===== src/rtl/scan_ctrl_165.sv =====
// rtl/scan_ctrl_165.sv - scan sequencer for a cascaded 74LS165 parallel-in/serial-out chain
// Loads the chain, shifts it at one bit per DIV clocks and publishes the assembled word.
module scan_ctrl_165 #(
  parameter int WIDTH = 16,
  parameter int DIV   = 4
) (
  input  logic             clk,
  input  logic             rst,
  input  logic             start,
  input  logic             auto_en,
  input  logic             sr_qh,
  output logic             sr_shld_n,
  output logic             sr_clk_inh,
  output logic             busy,
  output logic [WIDTH-1:0] data_out,
  output logic             data_valid,
  output logic             data_changed
);

  localparam int BW = (WIDTH > 1) ? $clog2(WIDTH) : 1;
  localparam int DW = (DIV > 1) ? $clog2(DIV) : 1;
  localparam logic [BW-1:0] BLAST = BW'(WIDTH - 1);
  localparam logic [DW-1:0] DLAST = DW'(DIV - 1);

  typedef enum logic [1:0] {
    IDLE  = 2'd0,
    LOAD  = 2'd1,
    SHIFT = 2'd2
  } state_t;

  state_t           state_q, state_d;
  logic [BW-1:0]    bcnt_q, bcnt_d;
  logic [DW-1:0]    dcnt_q, dcnt_d;
  logic [WIDTH-2:0] cap_q, cap_d;
  logic [WIDTH-1:0] data_out_q, data_out_d;
  logic             valid_q, valid_d;
  logic             changed_q, changed_d;
  logic             shld_n_q, shld_n_d;
  logic             clk_inh_q, clk_inh_d;
  logic             busy_q, busy_d;
  logic [WIDTH-1:0] cap_shift;

  // The MSB of the shifted value only exists on the final sample, where it becomes data_out.
  assign cap_shift = {cap_q, sr_qh};

  always_comb begin
    state_d    = state_q;
    bcnt_d     = bcnt_q;
    dcnt_d     = dcnt_q;
    cap_d      = cap_q;
    data_out_d = data_out_q;
    valid_d    = 1'b0;
    changed_d  = 1'b0;
    unique case (state_q)
      IDLE: begin
        if (start || auto_en) state_d = LOAD;
      end
      LOAD: begin
        state_d = SHIFT;
        bcnt_d  = '0;
        dcnt_d  = '0;
      end
      SHIFT: begin
        if (dcnt_q == DLAST) begin
          cap_d  = cap_shift[WIDTH-2:0];
          dcnt_d = '0;
          if (bcnt_q == BLAST) begin
            data_out_d = cap_shift;
            valid_d    = 1'b1;
            changed_d  = (cap_shift != data_out_q);
            bcnt_d     = '0;
            state_d    = IDLE;
          end else begin
            bcnt_d = bcnt_q + 1'b1;
          end
        end else begin
          dcnt_d = dcnt_q + 1'b1;
        end
      end
      default: state_d = IDLE;
    endcase

    // Chain controls are registered from next-state values so they track state/counters exactly.
    shld_n_d  = (state_d != LOAD);
    clk_inh_d = !((state_d == SHIFT) && (dcnt_d == DLAST) && (bcnt_d != BLAST));
    busy_d    = (state_d != IDLE);
  end

  always_ff @(posedge clk or posedge rst) begin
    if (rst) begin
      state_q    <= IDLE;
      bcnt_q     <= '0;
      dcnt_q     <= '0;
      cap_q      <= '0;
      data_out_q <= '0;
      valid_q    <= 1'b0;
      changed_q  <= 1'b0;
      shld_n_q   <= 1'b1;
      clk_inh_q  <= 1'b1;
      busy_q     <= 1'b0;
    end else begin
      state_q    <= state_d;
      bcnt_q     <= bcnt_d;
      dcnt_q     <= dcnt_d;
      cap_q      <= cap_d;
      data_out_q <= data_out_d;
      valid_q    <= valid_d;
      changed_q  <= changed_d;
      shld_n_q   <= shld_n_d;
      clk_inh_q  <= clk_inh_d;
      busy_q     <= busy_d;
    end
  end

  assign sr_shld_n    = shld_n_q;
  assign sr_clk_inh   = clk_inh_q;
  assign busy         = busy_q;
  assign data_out     = data_out_q;
  assign data_valid   = valid_q;
  assign data_changed = changed_q;

endmodule


===== config.mk =====
export PLATFORM = sky130hd
export DESIGN_NAME = scan_ctrl_165
export DESIGN_NICKNAME = d
export VERILOG_FILES = /design/src/rtl/scan_ctrl_165.sv
export SDC_FILE = /design/constraint.sdc
export NUM_CORES = 1
export LEC_CHECK = 0
export BUFFER_PORTS_ARGS = -buffer_cell sky130_fd_sc_hd__buf_2
export CORE_AREA = 5 5 64 66
export DETAILED_ROUTE_END_ITERATION = 12
export DIE_AREA = 0 0 69 71
export GPL_TIMING_DRIVEN = 0
export PLACE_DENSITY = 0.87
export SETUP_SLACK_MARGIN = 0.02
export SYNTH_ARGS = -nofsm -noshare
export SYNTH_HDL_FRONTEND = slang
export SYNTH_SLANG_ARGS = --single-unit

===== constraint.sdc =====
create_clock -name clk -period 4.7 [get_ports clk]
set_input_delay 0.705 -clock clk [delete_from_list [all_inputs] [get_ports clk]]
set_output_delay 0.705 -clock clk [all_outputs]
set_load 0.05 [all_outputs]

## After elaboration in Yosys (flattened, before gate mapping)

Cells that the tools add are included.

- Bits in registers: 44
- Word-level logic and storage cells: 44

- Add/subtract/negate cells: 2
- Eq/ne operators: 9
- Multiplexer cells: 15
- Reductions and logical operators: 8

Operators by type and width:

| cell | count |
|---|---|
| != test 16 bit | 1 |
| == test 2 bit (second input constant) | 4 |
| two-way mux 2 bit | 4 |
| two-way mux 4 bit | 2 |
| one-hot mux 4 bit (2 select lines) | 1 |
| two-way mux 1 bit | 6 |
| one-hot mux 2 bit (3 select lines) | 1 |
| adder 4 x 1 -> 4 bit (second input constant) | 1 |
| == test 4 bit (second input constant) | 1 |
| != test 4 bit (second input constant) | 1 |
| one-hot mux 2 bit (2 select lines) | 1 |
| AND reduction 3 bit | 1 |
| adder 2 x 1 -> 2 bit (second input constant) | 1 |
| == test 2 x 1 -> 1 bit (second input constant) | 1 |
| logical AND 1 bit | 2 |
| zero test 2 bit | 1 |
| != test 2 x 1 -> 1 bit (second input constant) | 1 |
| AND reduction 2 bit | 1 |
| nonzero test 2 bit | 1 |
| zero test 1 bit | 1 |
| logical OR 1 bit | 1 |

## Logic depth before layout (Yosys ltp)

Gate-level depths: netlist of run 1.

- Depth in word-level cells: 8
- Depth in mapped cells: 7

## Worst setup path after synthesis of run 1

Ideal clock, no wire load.

- Path type: reg2reg
- Start: register state_q[0]
- End: register clk_inh_q (netlist: sr_clk_inh)
- Data arrival time: 1751 ps
- Required time: 4616 ps
- Path slack: 2866 ps
- Cell stages (with the launch flop): 7
- Buffers on the path: 0
- Cells stage by stage: dfrtp_1 -> inv_1 -> ha_1 -> and3_1 -> a221o_1 -> a21boi_1 -> a311o_1

- Elaborated cells between the ends (all ways): 15
- Classes of those cells: eq/ne (5); mux (6); reduce/logical (4)

RTL lines:

| what | line | source |
|---|---|---|
| start: declaration | 31 | `state_t state_q, state_d;` |
| start signal: assignment | 102 | `state_q <= state_d;` |
| == test 2 bit / == test 2 x 1 -> 1 bit (equally long branches) | 54 | `unique case (state_q)` |
| one-hot mux 4 bit (2 select lines) (*) | 54 |  |
| via bcnt_d[1] | 32 | `logic [BW-1:0] bcnt_q, bcnt_d;` |
| != test 4 bit (*) | 85 | `clk_inh_d = !((state_d == SHIFT) && (dcnt_d == DLAST) && (bcnt_d != BLAST));` |
| logical AND 1 bit (*) | 85 |  |
| zero test 1 bit (*) | 85 |  |
| via clk_inh_d | 39 | `logic clk_inh_q, clk_inh_d;` |
| end signal: assignment | 110 | `clk_inh_q <= clk_inh_d;` |
| end: declaration | 39 |  |

Mark *: on every way through the listed nets, which the timed path passes. The rest lies on a longest branch.
A chain may end at the register's enable or synchronous reset.

## Worst setup path in the final report of run 1

- Start: register state_q[0]
- End: register data_out_q[10] (netlist: data_out[10])

- Longest elaborated chain between the ends: 2

RTL lines:

| what | line | source |
|---|---|---|
| == test 2 bit | 54 |  |
| AND reduction 3 bit (no line) | - |  |
| end signal: assignment | 106 | `data_out_q <= data_out_d;` |
| end: declaration | 35 | `logic [WIDTH-1:0] data_out_q, data_out_d;` |

Every way passes these cells.

==> results of run 1 <==
power groups by stage:
stage	clock network (mW)	logic, mW	registers [mW]
after floorplan	0	0.0161	0.396
after global placement	0	0.0204	0.397
after detailed placement	0	0.0215	0.398
after CTS	0.178	0.0217	0.391
after global routing	0.195	0.0238	0.392
final	0.176	0.0208	0.391
state kept, by name, summed over array words and instances (netlist names):
signal	count
data_changed	1
busy	1
dcnt_q	2
data_valid	1
sr_clk_inh	1
bcnt_q	4
state_q	2
sr_shld_n	1
cap_q	15
data_out	16
worst min path at each step:
stage	from	to	slack, ps	depth (start not counted)
6_report	rst	cap_q[8]$_DFFE_PP0P_	520	2
2_1_floorplan	dcnt_q[0]$_DFF_PP0_	dcnt_q[0]$_DFF_PP0_	480	1
3_5_place_dp	dcnt_q[1]$_DFF_PP0_	dcnt_q[1]$_DFF_PP0_	520	1
5_1_grt	dcnt_q[1]$_DFF_PP0_	dcnt_q[1]$_DFF_PP0_	580	1
3_3_place_gp	dcnt_q[0]$_DFF_PP0_	dcnt_q[0]$_DFF_PP0_	500	1
4_1_cts	rst	cap_q[8]$_DFFE_PP0P_	550	2
critical path, cell delays in order (launching register included):
cell	delay, ps
dfrtp_1	450
inv_1	100
ha_1	150
buf_2	200
nand2_2	180
nor2_4	280
buf_2	300
mux2_2	370
metrics by stage:
| stage | util | cell area (um^2) |
|---|---|---|
| 2_1_floorplan | - | 1970 |
| 3_3_place_gp | 0.613 | 2160 |
| 3_5_place_dp | 0.613 | 2160 |
| 4_1_cts | 0.628 | 2210 |
| 5_1_grt | 0.628 | 2210 |
| 6_report | 0.628 | 2210 |
cell families (layout without fill, tap and decap cells):
family | after synthesis | in the layout | share of synthesized area
xor+xnor | 16 | 16 | 0.0710
mux | 31 | 31 | 0.177
buf+inv | 12 | 45 | 0.0285
fa+ha+maj | 5 | 5 | 0.0317
simple gates | 27 | 27 | 0.0837
compound gates | 14 | 14 | 0.0488
flops | 44 | 44 | 0.559
area by class of cell:
type                            instances  area [um^2]  area share
Sequential cell                        44         1100       0.499
Multi-Input combinational cell         93          813       0.368
Timing Repair Buffer                   25          125      0.0566
Tap cell                               48         60.1      0.0271
Clock buffer                            6         41.3      0.0187
Inverter                                8         30.0      0.0136
Buffer                                  4         26.3      0.0119
Clock inverter                          2         12.5     0.00566
placed cells by master, fill, tap and decap left out, drive strengths merged:
| cell type | instances |
|---|---|
| xnor2 | 16 |
| a311o | 1 |
| nand3 | 3 |
| nand2 | 5 |
| a21oi | 1 |
| a31oi | 2 |
| nor3 | 1 |
| clkinvlp | 1 |
| nor2b | 4 |
| a221o | 1 |
| nor2 | 1 |
| nand4 | 6 |
| or3 | 1 |
| ha | 5 |
| and4b | 1 |
| buf | 29 |
| nor4 | 1 |
| dfstp | 2 |
| clkinv | 1 |
| nand4b | 1 |
| mux2 | 31 |
| a21boi | 2 |
| o21ai | 4 |
| nand2b | 2 |
| clkbuf | 6 |
| o31ai | 2 |
| inv | 8 |
| and3 | 1 |
| o2bb2ai | 1 |
| dfrtp | 42 |
Yosys cell counts, drive strengths merged (2+ instances only):
master / n / area (um^2)
ha: 5 / 62.6
nor2b: 4 / 25.0
nand2b: 2 / 12.5
buf: 4 / 26.3
o31ai: 2 / 15.0
nand4: 6 / 37.5
xnor2: 16 / 140
nand2: 5 / 21.3
nand3: 3 / 15.0
a21boi: 2 / 15.0
inv: 8 / 30.0
dfrtp: 42 / 1050
mux2: 31 / 349
o21ai: 4 / 20.0
dfstp: 2 / 52.6
a31oi: 2 / 12.5
metal layers:
layer / wire (um) / vias up / GRT usage
li1: - / 593 / -
met1: 1500 / 627 / 0.175
met2: 1770 / 34 / 0.265
met3: 194 / 9 / 0.0568
met4: 71 / 0 / 0.0586
met5: 0 / - / 0
==> results by group, run 1 <==
Timing
  • Peak Freq: 467 MHz
  • Setup total negative slack: 0 ps
  • RSZ-0062 raised after global routing: no
  • Setup violators final: 0
  • Final period utilization: 0.455
  • Final worst slack: 2560 ps
  • Worst Skew: 10.3 ps
  • Final min period: 2140 ps
  • Hold Slack: between 500 and 600 ps
  • Max Transition Viols Final: 0
  • Worst-Margin Slew: ~870 ps
  • Final Hold Vio Count: 0
  • Slew headroom: 0.417

Worst setup path
  • Critical Path RT: between 4000 and 5000 ps
  • Critical Path Sink: data_out[10]$_DFFE_PP0P_
  • RR Startpoint: state_q[0]$_DFF_PP0_
  • CP arrival: 2390 ps
  • R2R Setup Slk: 2560 ps
  • Crit start category: register
  • Crit Path Category: register to register
  • R2R Path End: data_out[10]$_DFFE_PP0P_
  • Crit path from: state_q[0]$_DFF_PP0_
  • Reg2Reg Depth: 7
  • CP Capture Type: register
  • Worst-path fanout max: 10

Layout
  • Synth-to-layout area growth: 12.1%
  • Layout cell share with drive strength beyond 1: 0.396
  • Non-Filler Instances: between 200 and 250
  • Nets: around 190
  • Filler Cell Count: 299
  • Antenna cells: 0

Pwr
  • Logic pwr share: 0.035
  • Cell Pwr Density: 266 nW/um^2
  • Final total power: 587 uW
  • Max VDD drop: 0.000199 V
  • Leakage dissipation: 1.05 nW
  • Sw Share: 0.231
  • Seq pwr share: 0.665
  • P_sw: 136 uW
  • Cell internal pwr: approximately 450 uW
  • Clock share of power: 0.299

Floorplan
  • Core Area: around 3500 um^2
  • Die width: 69 um
  • Io pins: 26
  • Chip height: 71 um
  • Row cnt: 22
  • Starting Density: 0.560
  • Die area: 4900 um^2

Clock tree
  • CTS max path bufs: 2
  • PostCTS Resize Cnt: 0
  • Clock slew at reported path FFs: 130 ps
  • Root buffer cell: clkbuf_4
  • Setup bufs post-CTS: 0
  • CTS Buf Count: 5
  • Htree depth: 2
  • CTS Hold Buffers Added: 0
  • Sink Count: 44
  • CTS tree: built
  • Skew-Pair Late Insertion Delay: about 360 ps

Routing
  • Via count: 1263
  • Initial DRT Pass Iterations: 4
  • Routed length per instance: between 15 and 20 um
  • WL final: 3540 um
  • Iter 0 DRT Violations: 98
  • Residual DRC: 0
  • DRT antenna net count: 0
  • DR vias/cell: between 5 and 6

Job
  • Reported max-cap violation count: 0

Yosys
  • Avg Inst Size Synth: around 13 um^2
  • Primary FF master, synth: dfrtp_1
  • Register bit count reported by yosys: 44
  • Post-synth cell types: 31
  • Synthesized area: 1970 um^2
  • Syn_nets: around 160
  • Post-Syn Instances: 149
  • Seq/Total Area, Yosys: 0.559
  • Yosys warning total: 0
  • Synth async-reset ratio: 1.00
  • Number of synthesized flops with an enable pin: 0

Status
  • Outcome: complete, no violations

Placed design
  • Placed Cells incl. Taps: 222
  • Routability congestion estimate: 0.789
  • Pre-CTS WS: roughly 2600 ps
  • Buffers on Ports: 25
  • Post-DP HPWL: 2620 um

Global routing
  • Gr ovfl total: 0
  • First-pass GRT wire length: 5980 um
  • Largest net degree at the start of global routing: 45
  • Initial antenna violation count: 0
  • Vias in the first global route: 1264
  • GRT Total Usage: 0.154

Worst hold path
  • Hold crit path type: input port to async pin
No activity file was read; power rests on OpenSTA's default activity.
==> run 2: changes to the inputs <==
Settings changed: CORE_AREA 5 5 64 66 to 5 5 69 71, DIE_AREA 0 0 69 71 to 0 0 74 76, PLACE_DENSITY 0.87 to 0.79.
Clock period 4.7 ns to 1.95 ns, I/O delays scaled along.
==> run 2 against run 1 <==
Setup slack worse by 2400 ps. Global-route usage down 1.9 points. Sequential share of layout area down 2.1 points. Critical path depth unchanged. Clock skew down 5.3 ps. Utilization down 7.5 points. Clock-buffer cell count up 1. First-iteration DRC count down 22%. Die area up 15%. Final area up 4.3%. Fmax up 17%. Register-to-register slack worse by 2400 ps. Critical path type unchanged. Largest power group unchanged. Highest routed layer unchanged.
==> results by group, run 2 (synthesis results as in run 1) <==
Timing
  • Worst-Margin Slew: 890 ps (+16.3 ps)
  • Final worst slack: 121 ps (-2440 ps)
  • Final Hold Vio Count: 0 (unchanged)
  • Max Transition Viols Final: 0 (unchanged)
  • Peak Freq: 547 MHz (+17%)
  • Hold Slack: 190 ps (-331 ps)
  • Final period utilization: 0.938 (+0.482)
  • Slew headroom: 0.406 (-0.0109)
  • RSZ-0062 raised after global routing: no
  • Setup total negative slack: 0 ps (unchanged)
  • Setup violators final: 0 (unchanged)
  • Worst Skew: 4.97 ps (-5.33 ps)
  • Final min period: 1830 ps (-312 ps)

Pwr
  • Seq pwr share: 0.616 (-0.049)
  • P_sw: 328 uW (+140%)
  • Final total power: 1.53 mW (+160%)
  • Clock share of power: 0.352 (+0.053)
  • Cell Pwr Density: 662 nW/um^2 (+150%)
  • Logic pwr share: 0.033 (-0.002)
  • Leakage dissipation: 1.10 nW (+4.6%)
  • Sw Share: 0.215 (-0.0163)
  • Cell internal pwr: 1.20 mW (+170%)
  • Max VDD drop: 0.000583 V (+190%)

Placed design
  • Routability congestion estimate: 0.790 (about the same)
  • Post-DP HPWL: 2340 um (-10%)
  • Buffers on Ports: 25 (unchanged)
  • Area post-placement: 2160 um^2 (+0.23%)
  • Pre-CTS WS: -122 ps (-2680 ps)

Routing
  • WL final: 3370 um (-4.9%)
  • Initial DRT Pass Iterations: 4 (unchanged)
  • Iter 0 DRT Violations: 76 (-22%)
  • DRT antenna net count: 0 (unchanged)
  • Via count: 1227 (-2.9%)
  • DR vias/cell: 5.11 (-6.9%)
  • Routed length per instance: 14.0 um (-8.9%)
  • Residual DRC: 0 (unchanged)

Worst setup path
  • Crit path max-delay family: compound AO/OA/AOI/OAI gates
  • Crit start category: register
  • Slowest-stage cell, CP: dfrtp_1
  • CP cell instances: inv_1 -> ha_1 -> buf_4 -> nor2b_1 -> a221o_1 -> a21boi_1 -> a311o_1
  • Worst-path fanout max: 9 (-1)
  • Critical Path RT: 2170 ps (-2780 ps)
  • CP arrival: 2050 ps (-340 ps)
  • CP Capture Type: register
  • Crit Path Category: register to register
  • CP Buf/Inv Count: 2 (-1)
  • Slowest stage delay, CP: 360 ps (-90 ps)

Clock tree
  • Htree depth: 2 (unchanged)
  • Sink Count: 44 (unchanged)
  • CTS max path bufs: 2 (unchanged)
  • Root buffer cell: clkbuf_8
  • Skew-Pair Late Insertion Delay: 290 ps (-70 ps)
  • CTS Hold Buffers Added: 0 (unchanged)
  • CTS tree: built
  • Clock slew at reported path FFs: 80 ps (-50 ps)
  • CTS Buf Count: 5 (unchanged)

Layout
  • Max FFs per register: 16 (unchanged)
  • Most frequent cells in the layout: dfrtp_1, mux2_2, buf_2
  • Synth-to-layout area growth: 16.9%
  • Layout cell share with drive strength beyond 1: 0.415 (+0.0193)
  • Most common cell after layout, fill and taps aside: dfrtp_1
  • Nets: 197 (+3.1%)
  • Finished Cell Area: 2310 um^2 (+4.3%)
  • Antenna cells: 0 (unchanged)
  • Filler Cell Count: 357 (+19%)

Global routing
  • Largest net degree at the start of global routing: 45 (unchanged)
  • Gr ovfl total: 0 (unchanged)
  • First-pass GRT wire length: 5990 um (+0.12%)
  • Vias in the first global route: 1303 (+3.1%)
  • Initial antenna violation count: 0 (unchanged)
  • GRT Total Usage: 0.135 (-0.0186)

Floorplan
  • Core Area: 4170 um^2 (+18%)
  • Row cnt: 24 (+9.1%)
  • Die area: 5620 um^2 (+15%)
  • Die width: 74 um (+7.2%)
  • Starting Density: 0.473 (-0.0873)
  • Io pins: 26 (unchanged)
  • Chip height: 76 um (+7.0%)

Worst hold path
  • Hold crit path type: input port to async pin

Job
  • Reported max-cap violation count: 0 (unchanged)

Status
  • Outcome: complete, no violations
==> run 2: changes by cell type in the layout (fill, tap and decap cells not counted) <==
cell	before	now
buf_4	0	8
clkbuf_1	1	2
ha_1	5	4
clkinvlp_4	1	0
buf_2	28	26
clkbuf_4	5	0
ha_4	0	1
clkbuf_8	0	5
==> run 2: metal layers <==
metal / track usage / wire [um] / share of wire
met3: 0.0396 / 146 / 0.043
met4: 0.0380 / 29 / 0.0086
met1: 0.185 / 1590 / 0.47
met5: 0 / 0 / 0
met2: 0.208 / 1600 / 0.48
==> run 2: through the flow <==
stage | cells | utilization
2_1_floorplan | 149 | -
3_3_place_gp | 226 | 0.518
3_5_place_dp | 226 | 0.518
4_1_cts | 236 | 0.542
5_1_grt | 240 | 0.553
6_report | 240 | 0.553
==> run 2: final timing paths <==
kind / cells past startpoint / endpoint / slack (ps) / start
max: 7 / sr_clk_inh$_DFF_PP1_ / 120 / state_q[0]$_DFF_PP0_
min: 2 / data_out[10]$_DFFE_PP0P_ / 190 / rst
max reg2reg: 7 / sr_clk_inh$_DFF_PP1_ / 120 / state_q[0]$_DFF_PP0_
min reg2reg: 1 / dcnt_q[1]$_DFF_PP0_ / 540 / dcnt_q[1]$_DFF_PP0_
max in group asynchronous: 2 / dcnt_q[0]$_DFF_PP0_ / 1210 / rst
min in group clk: 2 / cap_q[0]$_DFFE_PP0P_ / 280 / sr_qh
==> run 2: power by group through the flow <==
stage	clock network [mW]	logic, mW	registers, mW
2_1_floorplan	0	0.0388	0.955
3_3_place_gp	0	0.0508	0.959
3_5_place_dp	0	0.0520	0.959
4_1_cts	0.561	0.0524	0.941
5_1_grt	0.614	0.0576	0.944
6_report	0.537	0.0497	0.941
==> run 2: final cells by class <==
class                           count  area [um^2]  area share
Multi-Input combinational cell     93          826       0.358
Buffer                              4         31.3      0.0136
Timing Repair Buffer               31          170      0.0738
Inverter                            8         30.0      0.0130
Clock inverter                      1         5.00     0.00217
Sequential cell                    44         1100       0.478
Tap cell                           52         65.1      0.0282
Clock buffer                        7         76.3      0.0331
==> run 2: timing repair <==
item	CTS	global route
cloned	0	0
endpoints found under the setup margin	10	10
buffers inserted	2	4
pin swaps	1	1
gates resized for setup	1	4
==> run 3: changes to the inputs <==
Settings changed: RECOVER_POWER set to 25.
==> run 3 against run 2 <==
The run now ends with capacitance limit, slew limit left. Hold slack better by 86 ps. Utilization stayed put. Final area stayed put. Flip-flop and latch count stayed put. Final cell count stayed put. Die area stayed put. Combinational power hardly changed. Wire length hardly changed. Via count hardly changed. Clock power hardly changed. Highest routed layer unchanged.
==> results by group, run 3 (synthesis results as in run 1) <==
Timing
  • Final min period: 1830 ps (unchanged)
  • RSZ-0062 raised after global routing: no
  • Slew headroom: -0.0708 (-0.477)
  • Setup total negative slack: 0 ps (unchanged)
  • Max Transition Viols Final: 45 (+45)
  • Worst Skew: 4.97 ps (unchanged)
  • Final period utilization: 0.938 (unchanged)
  • Hold Slack: 276 ps (+86.1 ps)
  • Final Hold Vio Count: 0 (unchanged)
  • Peak Freq: 547 MHz (unchanged)
  • Setup violators final: 0 (unchanged)
  • Worst-Margin Slew: 1600 ps (+715 ps)

Pwr
  • Max VDD drop: 0.000583 V (about the same)
  • Cell Pwr Density: 662 nW/um^2 (about the same)
  • Leakage dissipation: 1.10 nW (about the same)

Routing
  • Via count: 1228 (+0.081%)
  • DRT antenna net count: 0 (unchanged)
  • Initial DRT Pass Iterations: 4 (unchanged)
  • Iter 0 DRT Violations: 76 (unchanged)
  • Routed length per instance: 14.0 um (about the same)
  • Residual DRC: 0 (unchanged)
  • DR vias/cell: 5.12 (about the same)
  • WL final: 3370 um (about the same)

Layout
  • Most frequent cells in the layout: dfrtp_1, mux2_2, buf_2
  • Most common cell after layout, fill and taps aside: dfrtp_1
  • Nets: 197 (unchanged)
  • Layout cell share with drive strength beyond 1: 0.410 (-0.00532)
  • Antenna cells: 0 (unchanged)
  • Non-Filler Instances: 240 (unchanged)
  • Finished Cell Area: 2310 um^2 (unchanged)
  • Synth-to-layout area growth: 16.9% (unchanged)
  • Max FFs per register: 16 (unchanged)

Worst setup path
  • Slowest-stage cell, CP: dfrtp_1
  • CP arrival: 2050 ps (about the same)
  • Crit path max-delay family: compound AO/OA/AOI/OAI gates
  • CP Capture Type: register
  • Crit start category: register
  • Worst-path fanout max: 9 (unchanged)
  • Crit Path Category: register to register
  • CP Buf/Inv Count: 2 (unchanged)
  • CP cell instances: inv_1 -> ha_1 -> buf_4 -> nor2b_1 -> a221o_1 -> a21boi_1 -> a311o_1
  • R2R Setup Slk: 120 ps (about the same)
  • Critical Path RT: 2170 ps (about the same)
  • Slowest stage delay, CP: 360 ps (about the same)

Global routing
  • First-pass GRT wire length: 5990 um (unchanged)
  • Largest net degree at the start of global routing: 45 (unchanged)
  • GRT Total Usage: 0.135 (unchanged)
  • Initial antenna violation count: 0 (unchanged)
  • Vias in the first global route: 1303 (unchanged)
  • Gr ovfl total: 0 (unchanged)

Placed design
  • Buffers on Ports: 25 (unchanged)
  • Placed Cells incl. Taps: 226 (unchanged)
  • Routability congestion estimate: 0.790 (unchanged)
  • Post-DP HPWL: 2340 um (unchanged)
  • Area post-placement: 2160 um^2 (unchanged)

Floorplan
  • Die width: 74 um (unchanged)
  • Core Area: 4170 um^2 (unchanged)
  • Chip height: 76 um (unchanged)
  • Io pins: 26 (unchanged)
  • Die area: 5620 um^2 (unchanged)
  • Starting Density: 0.473 (unchanged)
  • Row cnt: 24 (unchanged)

Clock tree
  • Sink Count: 44 (unchanged)
  • Skew-Pair Late Insertion Delay: 290 ps (about the same)
  • CTS max path bufs: 2 (unchanged)
  • CTS Buf Count: 5 (unchanged)
  • CTS Hold Buffers Added: 0 (unchanged)
  • Htree depth: 2 (unchanged)
  • Root buffer cell: clkbuf_8
  • CTS tree: built
  • Clock slew at reported path FFs: 80 ps (about the same)

Worst hold path
  • Hold crit path type: input port to register

Job
  • Reported max-cap violation count: 1 (+1)

Status
  • Outcome: finished with violations
  • Failing checks: capacitance limit, slew limit
## run 3: layout make-up
class                   instances  area, um^2
clock buffers                   7        76.3
well taps                      52        65.1
plain buffers                   4        31.3
fillers                       357        1870
clock inverters                 1        5.00
multi-input cells              93         826
flip-flops and latches         44        1100
inverters                       8        30.0
repair buffers                 31         170
## run 3: path summary, 6_finish.rpt
kind	depth (start not counted)	endpoint	start
worst max-delay path	7	sr_clk_inh$_DFF_PP1_	state_q[0]$_DFF_PP0_
worst min-delay path	2	cap_q[0]$_DFFE_PP0P_	sr_qh
worst max register to register	7	sr_clk_inh$_DFF_PP1_	state_q[0]$_DFF_PP0_
worst min register to register	1	dcnt_q[1]$_DFF_PP0_	dcnt_q[1]$_DFF_PP0_
max in group asynchronous	2	dcnt_q[0]$_DFF_PP0_	rst
min in group asynchronous	2	data_out[10]$_DFFE_PP0P_	rst
## run 3: what timing repair did
action | 4_1_cts | 5_1_grt
setup endpoints to repair | 10 | 10
hold endpoints to repair | 0 | 0
pin swaps | 1 | 1
gates resized for setup | 1 | 4
buffers inserted | 2 | 4
## run 3: per-stage QoR
| stage | worst slack (ps) | total power [mW] | util |
|---|---|---|---|
| finish | 121 | 1.53 | 0.553 |
| global placement | -156 | 1.01 | 0.518 |
| detailed placement | -122 | 1.01 | 0.518 |
| floorplan | 116 | 0.994 | - |
| CTS | 21.9 | 1.55 | 0.542 |
| global route | 13.5 | 1.62 | 0.553 |
## run 3: routing by layer
metal | share of wire | global-route usage
met1 | 0.47 | 0.185
met2 | 0.48 | 0.208
met3 | 0.043 | 0.0396
met4 | 0.0086 | 0.0380
met5 | 0 | 0
## run 3: power by group
| part | switching, mW | internal (mW) |
|---|---|---|
| Sequential | 0.0156 | 0.926 |
| Combinational | 0.0266 | 0.0228 |
| Clock | 0.286 | 0.251 |
| Total | 0.328 | 1.20 |
